[src/rtl/chess_timer_pkg.sv]
// Shared constants and types for the chess-timer datapath.
package chess_timer_pkg;

  localparam int DEF_CLK_HZ    = 50_000_000;
  localparam int DEF_TICK_HZ   = 1;
  localparam int DEF_WIDTH     = 10;
  localparam int DEF_INIT_TIME = 300;
  localparam int DEF_INCREMENT = 5;

  localparam int P1          = 0;
  localparam int P2          = 1;
  localparam int NUM_PLAYERS = 2;

  typedef logic [DEF_WIDTH-1:0] cnt_t;

endpackage

[src/rtl/chess_clock_counters_tick_gen.sv]
// Prescaler producing a one-cycle registered tick every CLK_HZ/TICK_HZ enabled cycles.
module tick_gen
  import chess_timer_pkg::*;
#(
  parameter int CLK_HZ  = DEF_CLK_HZ,
  parameter int TICK_HZ = DEF_TICK_HZ
) (
  input  logic clk,
  input  logic rst_n,
  input  logic i_en,
  input  logic i_clr,
  output logic o_tick
);

  localparam int PERIOD = CLK_HZ / TICK_HZ;
  localparam int PW     = $clog2(PERIOD);
  localparam logic [PW-1:0] TC_V   = PW'(PERIOD - 1);
  localparam logic [PW-1:0] ZERO_V = {PW{1'b0}};
  localparam logic [PW-1:0] ONE_V  = PW'(1);

  logic [PW-1:0] r_cnt;
  logic          r_tick;

  // Prescaler count and tick pulse; clear wins so a new turn restarts a full period.
  always_ff @(posedge clk or negedge rst_n) begin
    if (!rst_n) begin
      r_cnt  <= ZERO_V;
      r_tick <= 1'b0;
    end else if (i_clr) begin
      r_cnt  <= ZERO_V;
      r_tick <= 1'b0;
    end else if (i_en) begin
      if (r_cnt == TC_V) begin
        r_cnt  <= ZERO_V;
        r_tick <= 1'b1;
      end else begin
        r_cnt  <= r_cnt + ONE_V;
        r_tick <= 1'b0;
      end
    end else begin
      r_tick <= 1'b0;
    end
  end

  assign o_tick = r_tick;

endmodule

[src/rtl/chess_clock_counters.sv]
// Per-player saturating countdown counters driven by the chess-timer FSM strobes.
// Optional Fischer increment on handover is enabled by defining CHESS_INCREMENT_EN.
module chess_clock_counters
  import chess_timer_pkg::*;
#(
  parameter int CLK_HZ    = DEF_CLK_HZ,
  parameter int TICK_HZ   = DEF_TICK_HZ,
  parameter int WIDTH     = $bits(cnt_t),
  parameter int INIT_TIME = DEF_INIT_TIME,
  parameter int INCREMENT = DEF_INCREMENT
) (
  input  logic             clk,
  input  logic             reset,
  input  logic [1:0]       load_counters,
  input  logic [1:0]       en_counters,
  output logic [WIDTH-1:0] counter_1,
  output logic [WIDTH-1:0] counter_2,
  output logic [1:0]       zero,
  output logic             tick
);

  localparam logic [WIDTH-1:0] INIT_V = WIDTH'(INIT_TIME);
  localparam logic [WIDTH-1:0] ZERO_V = {WIDTH{1'b0}};
  localparam logic [WIDTH-1:0] ONE_V  = WIDTH'(1);

  if ((CLK_HZ / TICK_HZ) < 2 || INIT_TIME >= (1 << WIDTH) || INCREMENT < 0) begin : g_param_check
    $error("chess_clock_counters: invalid parameter set");
  end

  logic [1:0] r_en_prev;
  logic       w_run;
  logic       w_clr;
  logic       w_tick;

  assign w_run = |en_counters;
  assign w_clr = ~w_run | (en_counters != r_en_prev);

  // Previous-cycle enables, used to detect turn switches and handovers.
  always_ff @(posedge clk or negedge reset) begin
    if (!reset) begin
      r_en_prev <= 2'b00;
    end else begin
      r_en_prev <= en_counters;
    end
  end

  tick_gen #(
    .CLK_HZ (CLK_HZ),
    .TICK_HZ(TICK_HZ)
  ) u_tick_gen (
    .clk   (clk),
    .rst_n (reset),
    .i_en  (w_run),
    .i_clr (w_clr),
    .o_tick(w_tick)
  );

  assign tick = w_tick;

`ifdef CHESS_INCREMENT_EN
  localparam logic [WIDTH:0]   BONUS_V = (WIDTH + 1)'(INCREMENT);
  localparam logic [WIDTH-1:0] MAX_V   = {WIDTH{1'b1}};

  logic [1:0] r_load_prev;
  logic [1:0] w_load_rise;

  function automatic logic [WIDTH-1:0] sat_add_bonus(input logic [WIDTH-1:0] val);
    logic [WIDTH:0] sum;
    sum = {1'b0, val} + BONUS_V;
    return sum[WIDTH] ? MAX_V : sum[WIDTH-1:0];
  endfunction

  // Registered copy of the load strobes for rising-edge detection.
  always_ff @(posedge clk or negedge reset) begin
    if (!reset) begin
      r_load_prev <= 2'b00;
    end else begin
      r_load_prev <= load_counters;
    end
  end

  assign w_load_rise = load_counters & ~r_load_prev;
`endif

  for (genvar p = P1; p <= P2; p++) begin : g_player
    logic [WIDTH-1:0] r_cnt;
    logic [WIDTH-1:0] w_next;
    logic             w_dec;

    assign w_dec = en_counters[p] & w_tick & (r_cnt != ZERO_V);

    // Next count: load beats decrement, and the count never goes below zero.
    always_comb begin
      w_next = r_cnt;
`ifdef CHESS_INCREMENT_EN
      if (w_load_rise[p]) begin
        if (r_en_prev[p]) begin
          if (r_cnt != ZERO_V) begin
            w_next = sat_add_bonus(r_cnt);
          end else begin
            w_next = r_cnt;
          end
        end else begin
          w_next = INIT_V;
        end
      end else if (w_dec) begin
        w_next = r_cnt - ONE_V;
      end else begin
        w_next = r_cnt;
      end
`else
      if (load_counters[p]) begin
        w_next = INIT_V;
      end else if (w_dec) begin
        w_next = r_cnt - ONE_V;
      end else begin
        w_next = r_cnt;
      end
`endif
    end

    // Counter state register.
    always_ff @(posedge clk or negedge reset) begin
      if (!reset) begin
        r_cnt <= INIT_V;
      end else begin
        r_cnt <= w_next;
      end
    end

    assign zero[p] = (r_cnt == ZERO_V);
  end

  assign counter_1 = g_player[P1].r_cnt;
  assign counter_2 = g_player[P2].r_cnt;

endmodule
[config.mk]
export PLATFORM = sky130hd
export DESIGN_NAME = chess_clock_counters
export DESIGN_NICKNAME = d
export VERILOG_FILES = /design/src/rtl/chess_timer_pkg.sv /design/src/rtl/chess_clock_counters_tick_gen.sv /design/src/rtl/chess_clock_counters.sv
export SDC_FILE = /design/constraint.sdc
export NUM_CORES = 1
export LEC_CHECK = 0
export CAP_MARGIN = 20
export CORE_ASPECT_RATIO = 1.1
export CORE_MARGIN = 1
export CORE_UTILIZATION = 56
export CTS_CLUSTER_SIZE = 40
export DETAILED_ROUTE_END_ITERATION = 8
export PLACE_DENSITY_LB_ADDON = 0.08
export SLEW_MARGIN = 15
export SYNTH_ARGS = -nofsm -noshare
export SYNTH_HDL_FRONTEND = slang
export SYNTH_SLANG_ARGS = --single-unit
[constraint.sdc]
create_clock -name clk -period 1.9 [get_ports clk]
set_input_delay 0.38 -clock clk [delete_from_list [all_inputs] [get_ports clk]]
set_output_delay 0.38 -clock clk [all_outputs]
set_load 0.01 [all_outputs]
==> reports/metrics.csv <==
stage,metric,value,unit
grt,GR Layer Usage met2,44.7,%
critical_path,CP arrival,2100,ps
critical_path,"critical path fanouts, max",6,
cts,Clock transition at path regs,100,ps
critical_path,"setup slack, reg-to-reg",-9,ps
sta,Worst-Margin Slew,379,ps
placed_design,Buffers on Ports,28,
yosys,Yosys cell types,51,
floorplanning,num rows,25,
yosys,ranking of synthesized cells by area,"dfrtp_1 (40%), dfstp_2 (8.1%), a21oi_1 (3.7%)",
yosys,Synth Instances,254,
yosys,Post-Syn Nets,264,
finish,P&R area growth vs syn,34.0,%
yosys,Post-Syn Area,2590,sq um
route,wire per inst,16.7,um
yosys,Yosys warning count,0,
sta,post-layout min period,1910,ps
floorplanning,full die area,4890,sq um
floorplanning,IO Count,29,
grt,busiest grt layer,met2,
pwr,Static Leak,1.34,nW
critical_path,CP startpoint,counter_1[6],
sta,final hold viol count,0,
critical_path,Crit Path Class,reg -> reg,
grt,gr usage total,27.4,%
cts,CTS tree,done,
yosys,compound-gate portion of the synthesized area,13.4,%
grt,first-pass GRT wire length,10200,um
sta,slew margin rel.,74.1,%
grt,largest net degree at the start of global routing,50,
sta,fin crit share,100,%
finish,Register Area,1240,sq um
route,DRC Markers,0,
route,"wirelength, routed",6400,um
sta,unrepaired setup endpoints after global routing,yes,
grt,initial antenna violation count,0,
critical_path,CP endpoint kind,flip-flop,
finish,final core utilization,79.1,%
route,via count,2336,
sta,worst setup margin,-9.44,ps
grt,met1 Resource Use GR,36.1,%
pwr,Power Total,1.88,mW
yosys,post-synthesis mux area share,0.387,%
yosys,adder-cell share of the synthesized area,1.94,%
pwr,Sw Share,21.5,%
placed_design,placed wire-length estimate,4250,um
pwr,sequential share of power,56.0,%
yosys,sequential fraction of the synthesis area,47.8,%
cts,CTS root buf,clkbuf_8,
critical_path,WP data required,2090,ps
yosys,simple-gate share of the synthesized area,27.4,%
grt,grt ovf,0,
grt,met3 usage,5.75,%
yosys,Post-synth EDFFs,0,
pwr,Switch Pwr,405,uW
sta,Max Clk Rate,524,MHz
route,starting DRC count in detailed routing,171,
critical_path,r2r startpoint,counter_1[6],
yosys,Syn Area/Cell,10.2,sq um
cts,CTS H-tree depth,2,
sta,Min Hold Slack,46.3,ps
finish,multi-input combinational cell area,1360,sq um
cts,CTS Sinks,49,
yosys,Async SR Flop Fraction,100,%
status,run status,"finished, violations left",
grt,number of global-route vias before repair,2206,
placed_design,RePlAce Congestion,0.872,
hold_path,HP Class,in -> async,
status,failing checks,setup timing,
finish,Final nets,339,
yosys,#FFs+latches synth,49,
critical_path,worst r2r dst,counter_1[4],
sta,Final Max Tran Viols,0,
yosys,post-synthesis xor/xnor area fraction,6.10,%
floorplanning,Initial Utilization,59.1,%
route,Final ANT Viol Nets,0,
yosys,main combinational cell family by area after synthesis,simple AND/OR/NAND/NOR gates,
cts,CTS Buf Count,5,
floorplanning,DIE WIDTH,66.8,um
critical_path,Worst R2R Path Depth,6,
flow_run,Max Cap Violations,0,
finish,Fill cells,303,
pwr,peak supply drop,0.000392,V
floorplanning,core area,4380,sq um
yosys,"area leader, netlist",dfrtp_1,
cts,Max Root-Sink Buffers,2,
yosys,Post-synth top flop,dfrtp_1,
finish,layout cells sized above 1,27.3,%
critical_path,startpoint types,flip-flop,
yosys,top-area cell type share of the netlist area,39.7,%
floorplanning,Die Height,73.3,um
pwr,combinational share of power,4.6,%
finish,number of antenna diodes,0,
sta,Final setup viols,1,
cts,clock latency on the worst-skew pair,310,ps
pwr,Pwr Density,542,nW/um^2
pwr,Clock power frac,39.4,%
route,via/cell ratio,6.08,
route,first-pass detailed-route iteration total,4,
pwr,Cell Int Power,1.47,mW
sta,Worst Clk Skew,12.5,ps
==> registers in the layout (all words and copies together), names as in the netlist <==
| name | flops |
|---|---|
| u_tick_gen.r_cnt | 26 |
| counter_1 | 10 |
| counter_2 | 10 |
| r_en_prev | 2 |
| u_tick_gen.o_tick | 1 |
==> per-stage QoR <==
step           worst slack [ps]  cells  area, sq um  setup TNS [ps]
2_1_floorplan              75.7    254         2590               0
3_3_place_gp               -126    373         3240            -599
6_report                  -9.44    384         3470           -9.44
5_1_grt                   -67.2    384         3470            -150
4_1_cts                    15.0    382         3390               0
3_5_place_dp               -169    373         3240           -2060
==> logic make-up after synthesis <==
family / Yosys count
AND/OR/NAND/NOR: 113
AO/OA/AOI/OAI: 54
flip-flops: 49
XOR/XNOR: 18
buffers and inverters: 15
adder cells (fa/ha/maj): 4
multiplexers: 1
==> worst max-delay path: stages, from the launching register on <==
cell	delay, ps
dfrtp_1	410
buf_6	140
or4_4	550
o311ai_4	310
buf_4	170
xor2_1	150
nor2_1	50
==> repair_timing <==
| item | CTS | global route |
|---|---|---|
| setup endpoints to repair | 5 | 11 |
| buffers inserted | 1 | 2 |
| pin swaps | 1 | 5 |
| hold buffers | 0 | 0 |
| gates resized for setup | 18 | 14 |
| gates cloned | 0 | 0 |
| hold endpoints to repair | 0 | 0 |
==> cells in the final DEF, fill, tap and decap left out, types with 2 or more instances in the layout <==
master / n
and3_1: 3
and4_1: 3
nand2_1: 8
nor2_1: 25
or3_1: 6
o31ai_1: 12
clkbuf_8: 5
a31oi_1: 3
nor4bb_1: 2
a21oi_2: 2
dlygate4sd2_1: 2
nor3b_4: 2
and3_4: 3
ha_1: 2
buf_12: 2
a211oi_1: 3
xnor2_1: 8
nor3_1: 3
buf_4: 44
clkdlybuf4s50_1: 23
dfrtp_1: 40
nand4_1: 12
buf_6: 4
dfstp_2: 8
inv_1: 6
nor4b_1: 2
a21oi_1: 17
nor4_2: 3
nand3b_1: 2
or2_1: 3
nand3_1: 10
xor2_1: 10
o21ai_0: 10
or3b_1: 2
or4_1: 11
==> final cells by class <==
class,instances,share of cell area [%]
clock buffer,6,2.09
inverter,7,0.758
clock inverter,2,1.01
multi-input combinational,190,39.2
timing repair buffer,76,19.3
tap,54,1.95
sequential,49,35.7
==> worst max-delay path by stage <==
stage                   endpoint  cells after the start
CTS                 counter_1[4]                      6
floorplan           counter_1[3]                      6
global placement    counter_1[7]                      5
detailed placement  counter_1[7]                      5
finish              counter_1[4]                      6
global route        counter_1[4]                      6
==> Yosys cell counts (all sizes together), types with 6 or more instances <==
cell type	n
nor2	25
nand2	8
and3	6
dfrtp	41
inv	7
o31ai	12
dfstp	8
nand4	13
xor2	10
or4	13
xnor2	8
nand3	10
or3	7
a21oi	19
o21ai	10
buf	6
==> layer usage <==
metal,up-vias,wire (um)
li1,1106,-
met1,1146,2710
met2,72,3250
met3,12,302
met4,0,137
met5,-,0
==> power groups by stage <==
stage	combinational [mW]	clock [mW]	sequential [mW]
CTS	0.0876	0.751	1.05
detailed placement	0.0870	0	1.07
finish	0.0864	0.741	1.05
global route	0.0954	0.796	1.05
floorplan	0.0265	0	1.07
global placement	0.0861	0	1.07
(Power assumes the default switching activity.)
